[config.mk]
export PLATFORM = sky130hd
export DESIGN_NAME = pipe_reg_chain
export DESIGN_NICKNAME = d
export VERILOG_FILES = /design/src/rtl/pipe_reg_chain.sv
export SDC_FILE = /design/constraint.sdc
export NUM_CORES = 1
export LEC_CHECK = 0
export BUFFER_PORTS_ARGS = -buffer_cell sky130_fd_sc_hd__buf_2
export CORE_AREA = 2 2 144 146
export DETAILED_ROUTE_END_ITERATION = 7
export DIE_AREA = 0 0 146 148
export SYNTH_ARGS = -nofsm -noshare
export SYNTH_HDL_FRONTEND = slang
export SYNTH_SLANG_ARGS = --single-unit
[constraint.sdc]
create_clock -name clk -period 3.72 [get_ports clk]
set_input_delay 0.558 -clock clk [delete_from_list [all_inputs] [get_ports clk]]
set_output_delay 0.558 -clock clk [all_outputs]
set_load 0.05 [all_outputs]
[src/rtl/pipe_reg_chain.sv]
// Parametrised pipeline-stage register chain with per-stage valid bits,
// valid/ready stall handshake, synchronous flush and optional bubble collapsing.
module pipe_reg_chain #(
  parameter int unsigned WIDTH    = 71,
  parameter int unsigned DEPTH    = 2,
  parameter int unsigned COLLAPSE = 1,
  parameter int unsigned CNT_W    = $clog2(DEPTH + 1)
) (
  input  logic             clk,
  input  logic             rst,
  input  logic             in_valid,
  output logic             in_ready,
  input  logic [WIDTH-1:0] in_data,
  input  logic             flush,
  output logic             out_valid,
  input  logic             out_ready,
  output logic [WIDTH-1:0] out_data,
  output logic [CNT_W-1:0] count
);

  logic [DEPTH-1:0] v_q;
  logic [DEPTH-1:0] v_d;
  logic [WIDTH-1:0] d_q  [DEPTH];
  logic [WIDTH-1:0] up_d [DEPTH];
  logic [DEPTH-1:0] up_v;
  logic [DEPTH-1:0] rdy;
  logic [DEPTH-1:0] d_en;
  logic [CNT_W-1:0] count_q;
  logic [CNT_W-1:0] count_d;
  logic             adv;
  logic             r_acc;

  // Per-stage load enables and next valid state.
  always_comb begin
    rdy     = '0;
    up_v    = '0;
    d_en    = '0;
    v_d     = v_q;
    count_d = '0;
    adv     = out_ready || !v_q[DEPTH-1];
    r_acc   = out_ready;

    for (int i = DEPTH - 1; i >= 0; i--) begin
      r_acc  = !v_q[i] || r_acc;
      rdy[i] = (COLLAPSE != 0) ? r_acc : adv;
    end

    up_v[0] = in_valid;
    up_d[0] = in_data;
    for (int i = 1; i < DEPTH; i++) begin
      up_v[i] = v_q[i-1];
      up_d[i] = d_q[i-1];
    end

    for (int i = 0; i < DEPTH; i++) begin
      if (rdy[i]) begin
        v_d[i] = up_v[i];
      end
      d_en[i] = !flush && rdy[i] && up_v[i];
    end

    // Flush wins over every transfer; payload registers are left untouched.
    if (flush) begin
      v_d = '0;
    end

    for (int i = 0; i < DEPTH; i++) begin
      count_d = count_d + CNT_W'(v_d[i]);
    end
  end

  always_ff @(posedge clk) begin
    if (rst) begin
      v_q     <= '0;
      count_q <= '0;
      for (int i = 0; i < DEPTH; i++) begin
        d_q[i] <= '0;
      end
    end else begin
      v_q     <= v_d;
      count_q <= count_d;
      for (int i = 0; i < DEPTH; i++) begin
        if (d_en[i]) begin
          d_q[i] <= up_d[i];
        end
      end
    end
  end

  assign in_ready  = rdy[0];
  assign out_valid = v_q[DEPTH-1];
  assign out_data  = d_q[DEPTH-1];
  assign count     = count_q;

endmodule

Yosys cells after proc, flatten, opt, wreduce, memory -nomap -nowiden
Memory sizes are Yosys's and may differ from the RTL's.
Cells that the tools add are included.
{ "word_totals": {"regBits": 4, "ramBits": 142, "inputBits": 76, "output_inout_bits": 75, "elab_cells": 28, "memories": 1} }
{ "mem_list": {"columns": ["name", "words", "width", "rd", "rd_clocked_by_memory_dff", "write_ports", "line", "source"], "rows": [
  ["d_q", 2, 71, 2, 0, 2, "23", "logic [WIDTH-1:0] d_q [DEPTH];"]
]} }
{ "op_classes": {"addsub": 1, "muxes": 13, "bitwise": 2, "n_reduce_logical": 9} }
{ "ops": {"columns": ["operator", "n"], "rows": [
  ["71-bit two-way mux", 2],
  ["1-bit two-way mux", 10],
  ["1-bit logical AND", 4],
  ["1-bit zero test", 3],
  ["1-bit by 1-bit adder with 2-bit output", 1],
  ["1-bit logical OR", 2],
  ["2-bit two-way mux", 1],
  ["1-bit OR", 2]
]} }

Logic depth before layout (Yosys ltp)
{ "logic_depth": {"ltp_word": 9, "ltp_mapped": 7, "depth_no_buf": 5} }

Worst setup path before layout
No wires, ideal clock.
{ "synth_timing": {"kind": "input -> register", "start": "input out_ready", "end": "memory d_q[0][0] (enable)", "setup_ps": 403, "arrival_ps": 2436, "required_time_ps": 3317, "setup_slack_ps": 882, "stages": 5, "path_buffers": 2, "cell_sequence": "and3b_1 > buf_6 > buf_6 > inv_1 > a31o_2"} }
{ "synth_rtl": {"columns": ["item", "line", "source"], "rows": [
  ["from (decl)", "16", "input logic out_ready,"],
  ["to (decl)", "23", null]
]} }

==> flow_summary.yaml <==
run_status:
  status: "complete, no violations"
die:
  boundaryPins: 151
  coreArea_mm2: 0.0200
  die_h_um: 148
  placementRows: 52
  die_area_mm2: 0.0216
  chipWidth_um: 146
  initial_utilization_pct: 34.7
clocking:
  clk-insertion-delay-late_ns: 0.41
  count_of_cells_resized_by_post_cts_repair: 0
  root_buffer: "sky130_fd_sc_hd__clkbuf_16"
  post-cts-setup-buffers: 0
  clkSinkCount: 146
  hold_buffers: 0
  tritoncts_clock_tree: "done"
  numCtsBuffers: 17
  clk_pin_slew_worst_paths_ns: 0.06
  cts_max_level: 4
  cts.path.max_buffers: 2
power_and_ir_drop:
  internal_power_uw: 3010
  vdd_drop_max_mv: 0.214
  power_frac_seq_pct: 48.7
  power_density_mw_per_mm2: 505
  p_sw_share_pct: 24.3
  net-switching-power_uw: 967
  final_power_uw: 3980
  power.leakage_uw: 0.00272
  p_clk_share_pct: 40.8
  power.share.combinational_pct: 10.6
synth:
  syn_avg_cell_area_um2: 16.4
  post_synth_inst_count: 423
  ys_types: 18
  post_synth_instance_area_mm2: 0.00695
  yosysSeqAreaShare_pct: 62.5
  syn-num-nets: 500
  yosys_warning_total: 0
  yosys_register_bits: 146
detailed_routing:
  routedWlPerCell_um: 17.5
  route.antenna.remaining_nets: 0
  avgViaCountPerCell: 4.86
  drt_first_iter_violations: 208
  drt_first_pass_iters: 4
  routed_wirelength_mm: 13.3
  remaining_drc_errors: 0
  via_count: 3693
layout:
  layoutNonFillerInstCount: 760
  layout.cells.most_common: "sky130_fd_sc_hd__buf_2"
  area_growth_syn_to_layout_pct: 13.2
  num_antenna_cells: 0
  finalNetCount: 554
  mostFrequentLayoutCells: "150 x sky130_fd_sc_hd__buf_2, 142 x sky130_fd_sc_hd__edfxtp_1, 72 x sky130_fd_sc_hd__nor4b_1"
  drive_gt1_share_pct: 51.8
placement:
  post-dp-hpwl_mm: 7.30
  place.port_buffers: 150
  place.detailed.instances: 728
  routabilityCongestion: 0.728
  pre_cts_ws_ns: 1.40
sta:
  finalSetupViolCount: 0
  slew-limit-headroom_pct: 28.2
  fin_crit_sh_pct: 54.2
  fin_setup_tns_ns: 0
  timing.final.ws_setup_ns: 1.70
  clock-skew-final_ns: 0.00631
  finalHoldViolations: 0
  min_period_ns: 2.02
  transition_time_at_the_pin_with_the_least_slew_margin_ns: 1.08
  drv_slew: 0
  grt_setup_unrepaired: "false"
  timing.fmax_mhz: 496
critical_path:
  worst-setup-path-type: "reg -> reg"
  highest_fanout_seen_on_the_critical_path: 71
  startpoint_type: "flip-flop"
  worst_setup_path_end_kind: "flip-flop"
  cp.required_ns: 3.75
  cp_data_arrival_time_ns: 2.04
global_routing:
  gr-total-overflow: 0
  grt_pass1_wl_mm: 21.1
  groute.usage.overall_pct: 12.4
  grt_max_degree: 144
  first_global_vias: 3745
  antenna_found_initial: 0
flow_run:
  cap_violations: 0
hold_path:
  worst_hold_path_type: "in -> reg"
per-layer routing:
layer	GRT usage (%)	part of all wire, %	up-vias	wire [µm]
met3	3.24	4.6	9	615
met1	15.9	44	1874	5890
li1	-	-	1709	-
met2	20.5	50	101	6640
met5	0	0	-	0
met4	4.22	1.1	0	140
logic make-up after synthesis:
| group | after synthesis | share of synthesized area [%] |
|---|---|---|
| AND/OR/NAND/NOR | 148 | 24.7 |
| flip-flops | 146 | 62.5 |
| buffers and inverters | 122 | 12.0 |
| AO/OA/AOI/OAI | 6 | 0.576 |
| adder cells (fa/ha/maj) | 1 | 0.180 |
worst paths after layout:
| kind | depth (start not counted) | startpoint | slack (ns) | endpoint |
|---|---|---|---|---|
| hold reg to reg | 2 | v_q[0]$_SDFF_PP0_ | 0.57 | v_q[1]$_SDFF_PP0_ |
| setup / recovery | 3 | v_q[0]$_SDFF_PP0_ | 1.70 | d_q[0][57]$_SDFFCE_PN0P_ |
| hold / removal | 2 | flush | 0.39 | v_q[1]$_SDFF_PP0_ |
| setup reg to reg | 3 | v_q[0]$_SDFF_PP0_ | 1.70 | d_q[0][57]$_SDFFCE_PN0P_ |
synthesized netlist by cell type:
| cell type | n | area [µm²] |
|---|---|---|
| sky130_fd_sc_hd__edfxtp_1 | 142 | 4260 |
| sky130_fd_sc_hd__buf_4 | 72 | 541 |
| sky130_fd_sc_hd__nor4b_1 | 72 | 631 |
| sky130_fd_sc_hd__nor4b_2 | 70 | 1050 |
| sky130_fd_sc_hd__buf_2 | 23 | 115 |
| sky130_fd_sc_hd__clkbuf_1 | 13 | 48.8 |
| sky130_fd_sc_hd__buf_6 | 10 | 113 |
| sky130_fd_sc_hd__dfxtp_1 | 4 | 80.1 |
| sky130_fd_sc_hd__inv_1 | 4 | 15.0 |
| sky130_fd_sc_hd__a21oi_1 | 3 | 15.0 |
| sky130_fd_sc_hd__a31o_2 | 2 | 17.5 |
| sky130_fd_sc_hd__nor2b_1 | 2 | 12.5 |
| sky130_fd_sc_hd__a211oi_1 | 1 | 7.51 |
| sky130_fd_sc_hd__and3b_1 | 1 | 8.76 |
| sky130_fd_sc_hd__ha_1 | 1 | 12.5 |
| sky130_fd_sc_hd__nand2b_1 | 1 | 6.26 |
| sky130_fd_sc_hd__nor2_1 | 1 | 3.75 |
| sky130_fd_sc_hd__or2_1 | 1 | 6.26 |
layout make-up:
class                           count  area [µm²]
Timing Repair Buffer              153         811
Multi-Input combinational cell    155        1800
Fill cell                        1917       12200
Clock inverter                     11         114
Inverter                            4        15.0
Clock buffer                       21         440
Sequential cell                   146        4340
Tap cell                          270         338
state kept, by name, indices dropped and copies added, names as in the netlist:
name / flops
v_q: 2
count: 2
d_q: 142
stage by stage:
step	util (%)	hold slack, ns	cell area, µm²
6_report	39.2	0.386	7870
5_1_grt	39.2	0.393	7870
4_1_cts	39.2	0.359	7870
3_5_place_dp	36.5	0.569	7310
3_3_place_gp	36.5	0.535	7310
2_1_floorplan	-	0.468	6950
power groups by stage:
stage,Combinational [µW],Clock [µW],Sequential [µW]
2_1_floorplan,368,0,1960
3_3_place_gp,418,0,1970
3_5_place_dp,424,0,1970
4_1_cts,425,1660,1940
5_1_grt,445,1740,1940
6_report,420,1620,1930
worst max-delay path: stages, from the launching register on:
cell,delay (ns)
sky130_fd_sc_hd__dfxtp_1,0.36
sky130_fd_sc_hd__and3b_4,0.23
sky130_fd_sc_hd__inv_1,0.13
sky130_fd_sc_hd__a31o_4,0.88
No activity file was read; power rests on OpenSTA's default activity.
